## src/rtl/keypad_debouncer.sv

```systemverilog
// Keypad front end: two-FF synchroniser, shared sample tick and per-key
// saturating debounce counters, plus press/release pulses, last-press code and multi-key flag.
module keypad_debouncer #(
   parameter int NKEYS          = 11,
   parameter int CLK_HZ         = 1000000,
   parameter int SAMPLE_US      = 1000,
   parameter int STABLE_SAMPLES = 8
) (
   input  logic             CLK,
   input  logic             rst,
   input  logic [NKEYS-1:0] KEY_RAW,
   output logic [NKEYS-1:0] KEY_LEVEL,
   output logic [NKEYS-1:0] KEY_PRESS,
   output logic [NKEYS-1:0] KEY_RELEASE,
   output logic             ANY_LEVEL,
   output logic [3:0]       KEY_CODE,
   output logic             CODE_VALID,
   output logic             MULTI
);

   localparam int DIV = CLK_HZ / 1000000 * SAMPLE_US;
   localparam int TW  = (DIV > 1) ? $clog2(DIV) : 1;
   localparam int CW  = $clog2(STABLE_SAMPLES);
   localparam logic [TW-1:0] TICK_LAST = TW'(DIV - 1);
   localparam logic [CW-1:0] CNT_LAST  = CW'(STABLE_SAMPLES - 1);

   logic [NKEYS-1:0] sync_a;
   logic [NKEYS-1:0] sync_s;
   logic [TW-1:0]    tick_cnt;
   logic             tick;
   logic [CW-1:0]    cnt [NKEYS];
   logic [3:0]       press_idx;

   // NOTE: sequential state uses non-blocking assignments so every flop
   // samples pre-edge values regardless of statement order.
   always_ff @(posedge CLK or posedge rst) begin
      if (rst) begin
         sync_a <= '0;
         sync_s <= '0;
      end else begin
         sync_a <= KEY_RAW;
         sync_s <= sync_a;
      end
   end

   assign tick = (tick_cnt == TICK_LAST);

   always_ff @(posedge CLK or posedge rst) begin
      if (rst) begin
         tick_cnt <= '0;
      end else if (tick) begin
         tick_cnt <= '0;
      end else begin
         tick_cnt <= tick_cnt + 1'b1;
      end
   end

   // NOTE: the per-key counters are individual flops, not a RAM, so they are
   // cleared by reset like any other state.
   always_ff @(posedge CLK or posedge rst) begin
      if (rst) begin
         KEY_LEVEL   <= '0;
         KEY_PRESS   <= '0;
         KEY_RELEASE <= '0;
         for (int i = 0; i < NKEYS; i++) begin
            cnt[i] <= '0;
         end
      end else begin
         KEY_PRESS   <= '0;
         KEY_RELEASE <= '0;
         if (tick) begin
            for (int i = 0; i < NKEYS; i++) begin
               if (sync_s[i] == KEY_LEVEL[i]) begin
                  cnt[i] <= '0;
               end else if (cnt[i] == CNT_LAST) begin
                  KEY_LEVEL[i]   <= sync_s[i];
                  KEY_PRESS[i]   <= sync_s[i];
                  KEY_RELEASE[i] <= ~sync_s[i];
                  cnt[i]         <= '0;
               end else begin
                  cnt[i] <= cnt[i] + 1'b1;
               end
            end
         end
      end
   end

   // NOTE: the default assignment first keeps this block free of inferred latches.
   always_comb begin
      press_idx = 4'hF;
      for (int i = NKEYS - 1; i >= 0; i--) begin
         if (KEY_PRESS[i]) begin
            press_idx = 4'(i);
         end
      end
   end

   always_ff @(posedge CLK or posedge rst) begin
      if (rst) begin
         KEY_CODE   <= 4'hF;
         CODE_VALID <= 1'b0;
         MULTI      <= 1'b0;
      end else begin
         CODE_VALID <= |KEY_PRESS;
         if (|KEY_PRESS) begin
            KEY_CODE <= press_idx;
         end
         MULTI <= ($countones(KEY_LEVEL) > 1);
      end
   end

   assign ANY_LEVEL = |KEY_LEVEL;

endmodule

```

## config.mk

```make
export PLATFORM = sky130hd
export DESIGN_NAME = keypad_debouncer
export DESIGN_NICKNAME = d
export VERILOG_FILES = /design/src/rtl/keypad_debouncer.sv
export SDC_FILE = /design/constraint.sdc
export NUM_CORES = 1
export LEC_CHECK = 0
export BUFFER_PORTS_ARGS = -buffer_cell sky130_fd_sc_hd__buf_2
export CORE_ASPECT_RATIO = 1.25
export CORE_MARGIN = 2
export CORE_UTILIZATION = 45
export CTS_CLUSTER_DIAMETER = 120
export DETAILED_ROUTE_END_ITERATION = 10
export SLEW_MARGIN = 5
export SYNTH_ARGS = -nofsm -noshare
export SYNTH_HDL_FRONTEND = slang
export SYNTH_SLANG_ARGS = --single-unit
export TNS_END_PERCENT = 10
```

## constraint.sdc

```tcl
create_clock -name CLK -period 3.9 [get_ports CLK]
set_input_delay 0.585 -clock CLK [delete_from_list [all_inputs] [get_ports CLK]]
set_output_delay 0.585 -clock CLK [all_outputs]
set_load 0.01 [all_outputs]
```

* Yosys cells after proc, flatten, opt, wreduce, memory -nomap -nowiden
Index checks and enable logic that the tools add are counted.
** Operators by class
- Reductions and logical operators :: 13
- Add/sub/neg operators :: 22
- Mux-type cells :: 80
- Bitwise operators :: 22
- $lt $le $gt $ge :: 1
- Equal/unequal tests :: 23
** Operators with widths (count)
- $mux W3 :: 23
- $mux W1 :: 44
- $mux W4 :: 10
- $add A3 B1 Y3 const B :: 11
- $eq A3 B3 Y1 const B :: 11
- $reduce_and A3 Y1 :: 11
- $mux W11 :: 2
- $not A1 Y1 :: 22
- $reduce_or A11 Y1 :: 2
- $eq A1 B1 Y1 :: 11
- $add A1 B1 Y2 :: 5
- $add A10 B1 Y10 const B :: 1
- $eq A10 B10 Y1 const B :: 1
- $mux W10 :: 1
- $add A2 B2 Y3 :: 2
- $add A4 B3 Y5 :: 1
- $gt A5 B1 Y1 const B :: 1
- $add A3 B3 Y4 :: 1
- $add A2 B1 Y3 :: 1
** Word-level totals
- Input port bits :: 13
- Word-level logic and storage cells :: 191
- Output and inout bits :: 40
- Flip-flop bits (word level) :: 104

* Longest topological paths before layout
Gate-level depths: netlist of the first run.
- Depth after elaboration :: 11
- Gate-level depth with buffers :: 9
- Gate-level depth less buffers :: 9

* Least setup slack after synthesis of the first run
Ideal clock, no wire load.
- Kind :: register to register
- Start point :: register KEY_LEVEL[0]
- End point :: register MULTI
- Buffers on the path :: 0
- Period minus slack after synthesis :: 3.181 ns
- Arrival time :: 3.064 ns
- Stages on the path, launching flop included :: 10
- Library setup time :: 0.117 ns
- Path slack :: 0.719 ns
- Required time :: 3.783 ns
- Cell sequence :: dfrtp_1 -> inv_1 -> fa_1 -> fa_1 -> fa_1 -> fa_1 -> fa_1 -> nor3_1 -> a22o_1 -> nand2_1
** Between the ends
- Word-level cells in the longest chain between the ends :: 5
** Ends and longest elaborated chain
- start: declaration :: line 12 : output logic [NKEYS-1:0] KEY_LEVEL,
- start signal: indexed assignment :: line 76 : KEY_LEVEL[i] <= sync_s[i];
- $add A1 B1 Y2 (not written as such) :: line 108 : MULTI <= ($countones(KEY_LEVEL) > 1);
- $add A2 B2 Y3 (not written as such) :: line 108
- $add A3 B3 Y4 (not written as such) :: line 108
- $add A4 B3 Y5 (not written as such) :: line 108
- $gt A5 B1 Y1 :: line 108
- end signal: assignment :: line 108
- end: declaration :: line 18 : output logic MULTI
No other way between the ends.
A chain may end at the register's enable or synchronous reset.

* Worst setup path after layout of the first run
- Start point :: register KEY_LEVEL[1]
- End point :: register MULTI
Same word-level chain as after synthesis.

==> out/summary.txt, run 1 <==
Antenna violations before repair -> 0
Post-synthesis adder-cell area fraction -> 10.2%
Largest cells by area after synthesis -> dfrtp_1, ha_1, nand2_1, fa_1, xnor2_1
Die Y -> 115 um
Post-DR wirelength/cell -> 15.2 um
RSZ-0062 raised after global routing -> false
Reg2Reg Depth -> 9
All-Layer GR Usage -> 17.6%
Nets -> 481
Max-Cap Viols -> 0
Global route overflow -> 0
Gpl congestion -> 0.808
DRT iter0 DRCs -> 97
Total Routed Length -> 8600 um
Clk_lat worst skew -> 340 ps
Clock skew -> 8.85 ps
Final period util -> 83.4%
Vias in the first global route -> 3009
Ant diodes -> 0
Port buffer count -> 52
Hold buffers post-CTS -> 0
Critical-path top delay cell -> fa_1
# H-tree levels -> 3
# resized after CTS -> 0
Detailed-route via count -> 2899
WP data arrival -> 3480 ps
XOR/XNOR share of the synthesized area -> 3.54%
Final setup fails -> 0
Multiplexer area fraction after synthesis -> 3.09%
Crit Path Class -> flop to flop
Post-CTS Setup Repair Bufs -> 0
Drt pass-1 iters -> 5
Max incr delay on CP -> 530 ps
Setup TNS -> 0 ps
Synth Area in Compound Gates -> 3.37%
Worst-path clk slew -> 70 ps
Drt drc -> 0
Ys Warns -> 0
Worst setup path end -> MULTI
CTS max path bufs -> 2
Ports -> 53
Reg2reg setup slack -> 650 ps
Root buffer cell -> clkbuf_16
Distinct cell type count after synthesis -> 39
Cell with the most instances after synthesis -> dfrtp_1
Hold Path Class -> input pin to async pin
Critical Path Fanout Max -> 5
Slew at the pin closest to its max-slew limit -> 920 ps
Largest area contributor in the netlist -> dfrtp_1
Avg Inst Size Synth -> 11.8 um^2
Launching point of the worst reg2reg path -> KEY_LEVEL[1]
Sequential share of the synthesized area -> 58.6%
CTS sink cnt -> 104
Crit-path most repeated cell -> fa_1
FMAX -> 0.308 GHz
Synthesized netlist cell count -> 378
Crit path cell chain -> inv_1 > fa_1 > fa_1 > fa_1 > fa_1 > fa_1 > nor3_1 > a22o_1 > nand2_1
Data required time of the worst path -> 4130 ps
Power Density -> 402 nW/um^2
Buffers & Inverters on Critical Path -> 1
Cell Rows -> 40
Status -> complete, no violations
First-pass GRT wire length -> 14400 um
Count of final hold-check violations -> 0
Largest net degree at the start of global routing -> 43
EDFF count, synth -> 0
Num CTS Buffers -> 9
CP delay by family, top -> adder cells
Die area -> 10700 um^2
Max VDD drop -> 291 uV
P_leak -> 2.75 nW
Syn nets -> 423
Routed Antenna Nets -> 0
Post-synth top area share -> 56.2%
Relative slew slack -> 38.5%
Ys async rst share -> 100%
Synth Flop Type -> dfrtp_1
CP Launch Point -> KEY_LEVEL[1]
Area of the mapped netlist -> 4450 um^2
Number of synthesized register bits -> 104
Crit path time final -> 3250 ps
R2R Path End -> MULTI
Starting Density -> 46.3%
Levels on crit path -> 9
Total Power -> 0.00208 W
CTS tree -> built
Setup crit end kind -> flop
Die width -> 93.0 um
Area grow syn2layout -> 16.1%
DP HPWL -> 6080 um
Synth cell count leaders -> dfrtp_1, nand2_1, ha_1
Largest family of logic cells by synthesized area -> simple AND/OR/NAND/NOR gates
Share of cells above drive strength 1 -> 20.2%
Final Util -> 53.8%
Critical path startpoint category -> flop
Vias per cell -> 5.11
Core area -> 9610 um^2
Fin. max-slew vios -> 0
Post-Synth Simple-Gate Area -> 18.8%
==> routing by layer <==
metal  share of wire, %  vias to the layer above  track usage (%)
met5                  0                        -                0
met4                4.3                        0             10.5
met3                3.2                       25             3.87
met2                 48                       54             28.4
met1                 44                     1421             21.9
li1                   -                     1399                -
==> how the worst min path moves through the flow <==
stage	endpoint	slack (ps)
floorplan	sync_s[0]	330
global placement	sync_s[7]	330
detailed placement	sync_s[6]	340
CTS	sync_s[10]	230
global route	sync_s[10]	250
finish	sync_s[10]	220
==> per-stage QoR <==
step                instances  setup slack, ps  area, um^2  hold WS, ps
floorplan                 378              589        4450          331
global placement          551              707        4850          333
detailed placement        551              662        4850          336
CTS                       567              633        5170          230
global route              567              490        5170          252
finish                    567              648        5170          223
==> worst reg2reg max path: cells and delay by family, from the launching register on <==
| kind | cells | cell delay, ps |
|---|---|---|
| DFF | 1 | 420 |
| buffers and inverters | 1 | 120 |
| adders and majority gates | 5 | 2240 |
| AOI/OAI and AO/OA | 1 | 150 |
| and+or+nand+nor | 2 | 200 |
==> state kept, by name, indices dropped and copies added (netlist names) <==
| signal | flops |
|---|---|
| CODE_VALID | 1 |
| KEY_CODE | 4 |
| KEY_LEVEL | 11 |
| KEY_PRESS | 11 |
| KEY_RELEASE | 11 |
| MULTI | 1 |
| cnt | 33 |
| sync_a | 11 |
| sync_s | 11 |
| tick_cnt | 10 |
==> cells by family after synthesis <==
| family | Yosys count |
|---|---|
| DFF | 104 |
| buffers and inverters | 25 |
| AOI/OAI and AO/OA | 21 |
| adders and majority gates | 32 |
| xor gates and xnor gates | 18 |
| muxes | 12 |
| and+or+nand+nor | 166 |
==> layout make-up <==
type,instances,area [um^2]
sequential,104,2610
fill,853,4440
clock inverter,5,60.1
multi-input combinational,249,1740
clock buffer,11,253
inverter,17,66.3
timing repair buffer,55,283
tap,126,158
==> power breakdown <==
part           leakage, nW  switching (W)  internal [W]
clock                0.153       0.000400      0.000536
sequential            1.37     0.00000855       0.00109
combinational         1.22      0.0000290     0.0000132
==> placed cells by master (no fill, tap or decap), drive strengths merged, types with 2 or more instances in the layout <==
| master | n |
|---|---|
| nand3b | 10 |
| dfstp | 4 |
| nand4 | 4 |
| nand3 | 14 |
| clkbuf | 11 |
| nand2 | 66 |
| and2 | 2 |
| ha | 25 |
| a21oi | 3 |
| dfrtp | 100 |
| mux2 | 11 |
| nor4 | 12 |
| buf | 55 |
| nor3 | 13 |
| nor2 | 22 |
| xor2 | 5 |
| nand2b | 2 |
| o21ai | 2 |
| and3 | 2 |
| fa | 7 |
| and4 | 2 |
| a21o | 9 |
| nor3b | 14 |
| xnor2 | 13 |
| a22o | 2 |
| inv | 19 |
No activity file was read; power rests on OpenSTA's default activity.
==> run 2: changes to the inputs <==
Clock period 3.9 ns to 3.1 ns, I/O delays scaled along.
==> run 2 against run 1 <==
Against the previous run:
- setup slack worse by 650 ps
- sequential cell count is the same
- core utilization grew 0.95 points
- via count rose by 2.2%
- global-route usage down 0.12 points
- critical endpoint unchanged
- die area is the same
- clock power up 26%
- register-to-register slack got worse by 650 ps
- non-clock buffer count up 10
- critical path type unchanged
- the run now ends with setup timing left
- critical path depth unchanged
==> out/summary.txt, run 2 (synthesis gave the netlist of run 1 again) <==
First-pass GRT wire length -> 14400 um (about the same)
FMAX -> 0.323 GHz (was 0.308 GHz)
DP HPWL -> 6060 um (was 6080 um)
Number of flip-flops in the largest register -> 33 (unchanged)
Antenna violations before repair -> 0 (unchanged)
Min Hold Slack -> 220 ps (was 223 ps)
Post-CTS Setup Repair Bufs -> 0 (unchanged)
Launching point of the worst reg2reg path -> KEY_LEVEL[5] (was KEY_LEVEL[1])
Fillers -> 855 (was 853)
Die area -> 10700 um^2 (unchanged)
Final period util -> 100% (was 83.4%)
Worst-path clk slew -> 70 ps (about the same)
Critical path startpoint category -> flop (unchanged)
Die Y -> 115 um (unchanged)
Vias in the first global route -> 2966 (was 3009)
Detailed-route via count -> 2962 (was 2899)
Hold Path Class -> input pin to flop (was input pin to async pin)
Status -> complete, but fails checks (was complete, no violations)
Cell Rows -> 40 (unchanged)
Relative slew slack -> 39.0% (was 38.5%)
Most frequent cells in the layout -> dfrtp_1, nand2_1, buf_2, ha_1, nor2_1 (unchanged)
Hold Path Sink -> sync_a[5]
Critical-path top delay cell -> fa_1 (unchanged)
CTS sink cnt -> 104 (unchanged)
Nets -> 491 (was 481)
Ports -> 53 (unchanged)
DRT iter0 DRCs -> 132 (was 97)
Crit path cell chain -> fa_1 > inv_1 > fa_1 > fa_1 > fa_2 > fa_2 > nor3_2 > a22o_1 > nand2_1 (was inv_1 > fa_1 > fa_1 > fa_1 > fa_1 > fa_1 > nor3_1 > a22o_1 > nand2_1)
Crit Path Class -> flop to flop (unchanged)
Setup TNS -> -0.574 ps (was 0 ps)
Crit-path most repeated cell -> fa_1 (unchanged)
P_leak -> 2.79 nW (was 2.75 nW)
CTS max path bufs -> 2 (unchanged)
Die width -> 93.0 um (unchanged)
Routed Antenna Nets -> 0 (unchanged)
Num CTS Buffers -> 9 (unchanged)
Total Routed Length -> 8400 um (was 8600 um)
Hold buffers post-CTS -> 0 (unchanged)
Port buffer count -> 52 (unchanged)
Total Power -> 0.00261 W (was 0.00208 W)
Gpl congestion -> 0.769 (was 0.808)
Source of the worst hold timing path -> KEY_RAW[5]
Reg2Reg Depth -> 9 (unchanged)
Worst Slack Setup Final -> -0.574 ps (was 648 ps)
Root buffer cell -> clkbuf_16 (unchanged)
Share of cells above drive strength 1 -> 22.6% (was 20.2%)
# H-tree levels -> 3 (unchanged)
Drt drc -> 0 (unchanged)
Data required time of the worst path -> 3340 ps (was 4130 ps)
All-Layer GR Usage -> 17.5% (was 17.6%)
CTS tree -> built (unchanged)
Most flops, register -> cnt (unchanged)
Post-Layout Cell Count -> 577 (was 567)
WP data arrival -> 3340 ps (was 3480 ps)
Max VDD drop -> 269 uV (was 291 uV)
Clk_lat worst skew -> 340 ps (about the same)
Max incr delay on CP -> 540 ps (was 530 ps)
RSZ-0062 raised after global routing -> true (was false)
Area grow syn2layout -> 18.2% (was 16.1%)
Critical Path Fanout Max -> 2 (was 5)
Reg2reg setup slack -> -0.6 ps (was 650 ps)
Count of final hold-check violations -> 0 (unchanged)
R2R Path End -> MULTI (unchanged)
Starting Density -> 46.3% (unchanged)
Hold path cells -> 1
Final Util -> 54.7% (was 53.8%)
Slew at the pin closest to its max-slew limit -> 914 ps (was 920 ps)
Fin. max-slew vios -> 0 (unchanged)
Failing checks -> setup timing
Ant diodes -> 0 (unchanged)
Final setup fails -> 1 (was 0)
Setup crit end kind -> flop (unchanged)
Largest net degree at the start of global routing -> 45 (was 43)
Vias per cell -> 5.13 (was 5.11)
Max-Cap Viols -> 0 (unchanged)
Core area -> 9610 um^2 (unchanged)
Crit path time final -> 3100 ps (was 3250 ps)
Clock skew -> 6.40 ps (was 8.85 ps)
Power Density -> 497 nW/um^2 (was 402 nW/um^2)
Most common cell after layout, fill and taps aside -> dfrtp_1 (unchanged)
Post-DR wirelength/cell -> 14.6 um (was 15.2 um)
Drt pass-1 iters -> 4 (was 5)
Global route overflow -> 0 (unchanged)
Placed Instances -> 561 (was 551)
## run 2: cell count changes in the layout (fill, tap and decap cells not counted), moves of 2 or more
cell | previous run | this run
buf_4 | 3 | 12
fa_2 | 0 | 2
clkbuf_8 | 2 | 0
nor3_2 | 0 | 2
inv_8 | 0 | 3
fa_1 | 7 | 5
## run 2: how the worst max path moves through the flow
stage	endpoint	from	slack, ps
after floorplan	MULTI	KEY_LEVEL[0]	-80
after global placement	MULTI	KEY_LEVEL[5]	-0.4
after detailed placement	MULTI	KEY_LEVEL[5]	-90
after CTS	MULTI	KEY_LEVEL[5]	20
after global routing	MULTI	KEY_LEVEL[5]	-110
final	MULTI	KEY_LEVEL[5]	-0.6
## run 2: metrics by stage
step	area, um^2	worst slack, ps
2_1_floorplan	4450	-81.0
3_3_place_gp	4940	-0.422
3_5_place_dp	4940	-91.7
4_1_cts	5260	18.6
5_1_grt	5260	-113
6_report	5260	-0.574
## run 2: layer usage
| layer | routed length [um] | GRT usage, % | vias up |
|---|---|---|---|
| li1 | - | - | 1428 |
| met1 | 3700 | 22.6 | 1472 |
| met2 | 4290 | 29.1 | 52 |
| met3 | 279 | 3.41 | 10 |
| met4 | 125 | 7.25 | 0 |
| met5 | 0 | 0 | - |
## run 2: final cells by class
type | instances | area [um^2] | share of cell area (%)
sequential | 104 | 2610 | 49.6
multi-input combinational | 249 | 1740 | 33.2
timing repair buffer | 65 | 370 | 7.04
clock buffer | 9 | 225 | 4.28
inverter | 17 | 67.6 | 1.28
tap | 126 | 158 | 3.00
clock inverter | 7 | 86.3 | 1.64
## run 2: repair_timing
| action | 4_1_cts | 5_1_grt |
|---|---|---|
| resized for setup | 3 | 0 |
| endpoints found under the setup margin | 1 | 1 |
| pin swaps | 0 | 1 |
| endpoints found under the hold margin | 0 | 0 |
## run 2: power by group
group	switching [W]	internal [W]	total (W)
clock	0.000533	0.000646	0.00118
combinational	0.0000361	0.0000184	0.0000545
sequential	0.0000108	0.00137	0.00138
## run 2: worst max-delay path, delay by kind of cell, from the launching register on
| family | cells | cell delay (ps) |
|---|---|---|
| AO/OA/AOI/OAI | 1 | 150 |
| adder cells (fa/ha/maj) | 5 | 2200 |
| buffers and inverters | 1 | 50 |
| flip-flops | 1 | 410 |
| AND/OR/NAND/NOR | 2 | 170 |
==> run 3: changes to the inputs <==
Settings changed: CELL_PAD_IN_SITES_DETAIL_PLACEMENT set to 0, CELL_PAD_IN_SITES_GLOBAL_PLACEMENT set to 1, PLACE_DENSITY_LB_ADDON set to 0.1.
==> run 3 against run 2 <==
Against the previous run:
- the run now ends clean
- die area did not move
- clock skew barely moved
- maximum frequency rose by 2.3%
- combinational power barely moved
- cell count rose by 0.17%
- clock-buffer cell count rose by 1
- global-route usage fell by 0.16 points
- hold slack got worse by 97 ps
- largest cell class unchanged
==> out/summary.txt, run 3 (synthesis gave the netlist of run 1 again) <==
Global route overflow -> 0 (unchanged)
Most frequent cells in the layout -> dfrtp_1, nand2_1, buf_2, ha_1, nor2_1 (unchanged)
Die width -> 93.0 um (unchanged)
Status -> complete, no violations (was complete, but fails checks)
Routed Antenna Nets -> 0 (unchanged)
Crit Path Class -> flop to flop (unchanged)
Core area -> 9610 um^2 (unchanged)
P_leak -> 2.80 nW (was 2.79 nW)
Setup TNS -> 0 ps (was -0.574 ps)
RSZ-0062 raised after global routing -> true (unchanged)
Starting Density -> 46.3% (unchanged)
Worst-path clk slew -> 70 ps (about the same)
DP HPWL -> 6080 um (was 6060 um)
Critical Path Fanout Max -> 2 (unchanged)
Most flops, register -> cnt (unchanged)
Total Routed Length -> 8430 um (was 8400 um)
Critical path startpoint category -> flop (unchanged)
DP Worst Slack -> -51.9 ps (was -91.7 ps)
Final setup fails -> 0 (was 1)
Share of cells above drive strength 1 -> 23.0% (was 22.6%)
CTS sink cnt -> 104 (unchanged)
Power Density -> 505 nW/um^2 (was 497 nW/um^2)
Area grow syn2layout -> 18.8% (was 18.2%)
# H-tree levels -> 3 (unchanged)
Vias per cell -> 5.06 (was 5.13)
Die Y -> 115 um (unchanged)
Post-DR wirelength/cell -> 14.6 um (about the same)
Crit path time final -> 3030 ps (was 3100 ps)
WP data arrival -> 3260 ps (was 3340 ps)
Clock skew -> 6.35 ps (was 6.40 ps)
Max VDD drop -> 232 uV (was 269 uV)
Vias in the first global route -> 2963 (was 2966)
Most common cell after layout, fill and taps aside -> dfrtp_1 (unchanged)
Port buffer count -> 52 (unchanged)
Post-route cell area -> 5290 um^2 (was 5260 um^2)
Gpl congestion -> 0.805 (was 0.769)
Slew at the pin closest to its max-slew limit -> 419 ps (was 914 ps)
CTS tree -> built (unchanged)
Ant diodes -> 0 (unchanged)
Worst Slack Setup Final -> 69.7 ps (was -0.574 ps)
Largest net degree at the start of global routing -> 58 (was 45)
Ports -> 53 (unchanged)
Data required time of the worst path -> 3330 ps (was 3340 ps)
Count of final hold-check violations -> 0 (unchanged)
Num CTS Buffers -> 9 (unchanged)
Reg2reg setup slack -> 70 ps (was -0.6 ps)
Final period util -> 97.8% (was 100%)
Cell Rows -> 40 (unchanged)
Hold Path Class -> input pin to async pin (was input pin to flop)
Die area -> 10700 um^2 (unchanged)
FMAX -> 0.330 GHz (was 0.323 GHz)
Clk_lat worst skew -> 340 ps (about the same)
Dpl cell area -> 4940 um^2 (about the same)
Fin. max-slew vios -> 0 (unchanged)
Max-Cap Viols -> 0 (unchanged)
CTS max path bufs -> 2 (unchanged)
DRT iter0 DRCs -> 79 (was 132)
Relative slew slack -> 71.8% (was 39.0%)
Drt drc -> 0 (unchanged)
Nets -> 492 (was 491)
All-Layer GR Usage -> 17.4% (was 17.5%)
Post-CTS Setup Repair Bufs -> 0 (unchanged)
Number of flip-flops in the largest register -> 33 (unchanged)
Antenna violations before repair -> 0 (unchanged)
Root buffer cell -> clkbuf_16 (unchanged)
Setup crit end kind -> flop (unchanged)
Detailed-route via count -> 2924 (was 2962)
Drt pass-1 iters -> 4 (unchanged)
First-pass GRT wire length -> 14300 um (was 14400 um)
[run 3: path summary, 6_finish.rpt]
check	start	end	depth (start not counted)
setup / recovery	KEY_LEVEL[5]	MULTI	9
hold / removal	rst	sync_a[0]	2
setup reg to reg	KEY_LEVEL[5]	MULTI	9
hold reg to reg	sync_a[3]	sync_s[3]	0
max in group asynchronous	rst	cnt[3]	3
min in group CLK	KEY_RAW[10]	sync_a[10]	1
[run 3: final cells by class]
type / count / area [um^2]
clock buffer: 10 / 239
clock inverter: 6 / 91.3
fill: 854 / 4320
inverter: 17 / 67.6
multi-input combinational: 249 / 1740
sequential: 104 / 2610
tap: 126 / 158
timing repair buffer: 66 / 378
[run 3: repair_timing]
| action | in CTS | in global routing |
|---|---|---|
| gates cloned | 0 | 0 |
| hold endpoints to repair | 0 | 0 |
| resized for setup | 2 | 2 |
| setup endpoints to repair | 1 | 1 |
| hold buffers | 0 | 0 |
[run 3: report_power, final]
part,switching [W],internal [W],leakage [nW]
Sequential,0.0000111,0.00137,1.37
Clock,0.000498,0.000734,0.163
Combinational,0.0000358,0.0000183,1.26
[run 3: per-stage QoR]
stage / utilization (%) / power, W / cells / hold WS [ps]
finish: 55.0 / 0.00267 / 578 / 124
global route: 55.0 / 0.00277 / 578 / 146
CTS: 54.9 / 0.00271 / 578 / 125
detailed placement: 51.5 / 0.00146 / 562 / 339
global placement: 51.5 / 0.00146 / 562 / 332
floorplan: - / 0.00144 / 378 / 331
[run 3: critical path, stage by stage (launching register included)]
cell,delay [ps]
dfrtp_1,400
fa_1,540
inv_1,50
fa_1,500
fa_1,430
fa_2,370
fa_2,360
nor3_2,110
a22o_1,140
nand2_1,50
[run 3: per-layer routing]
metal | up-vias | GRT usage [%] | share of wire (%)
met3 | 14 | 3.80 | 3.5
met5 | - | 0 | 0
met1 | 1438 | 23.0 | 45
met4 | 0 | 7.25 | 2.2
li1 | 1430 | - | -
met2 | 42 | 27.9 | 50
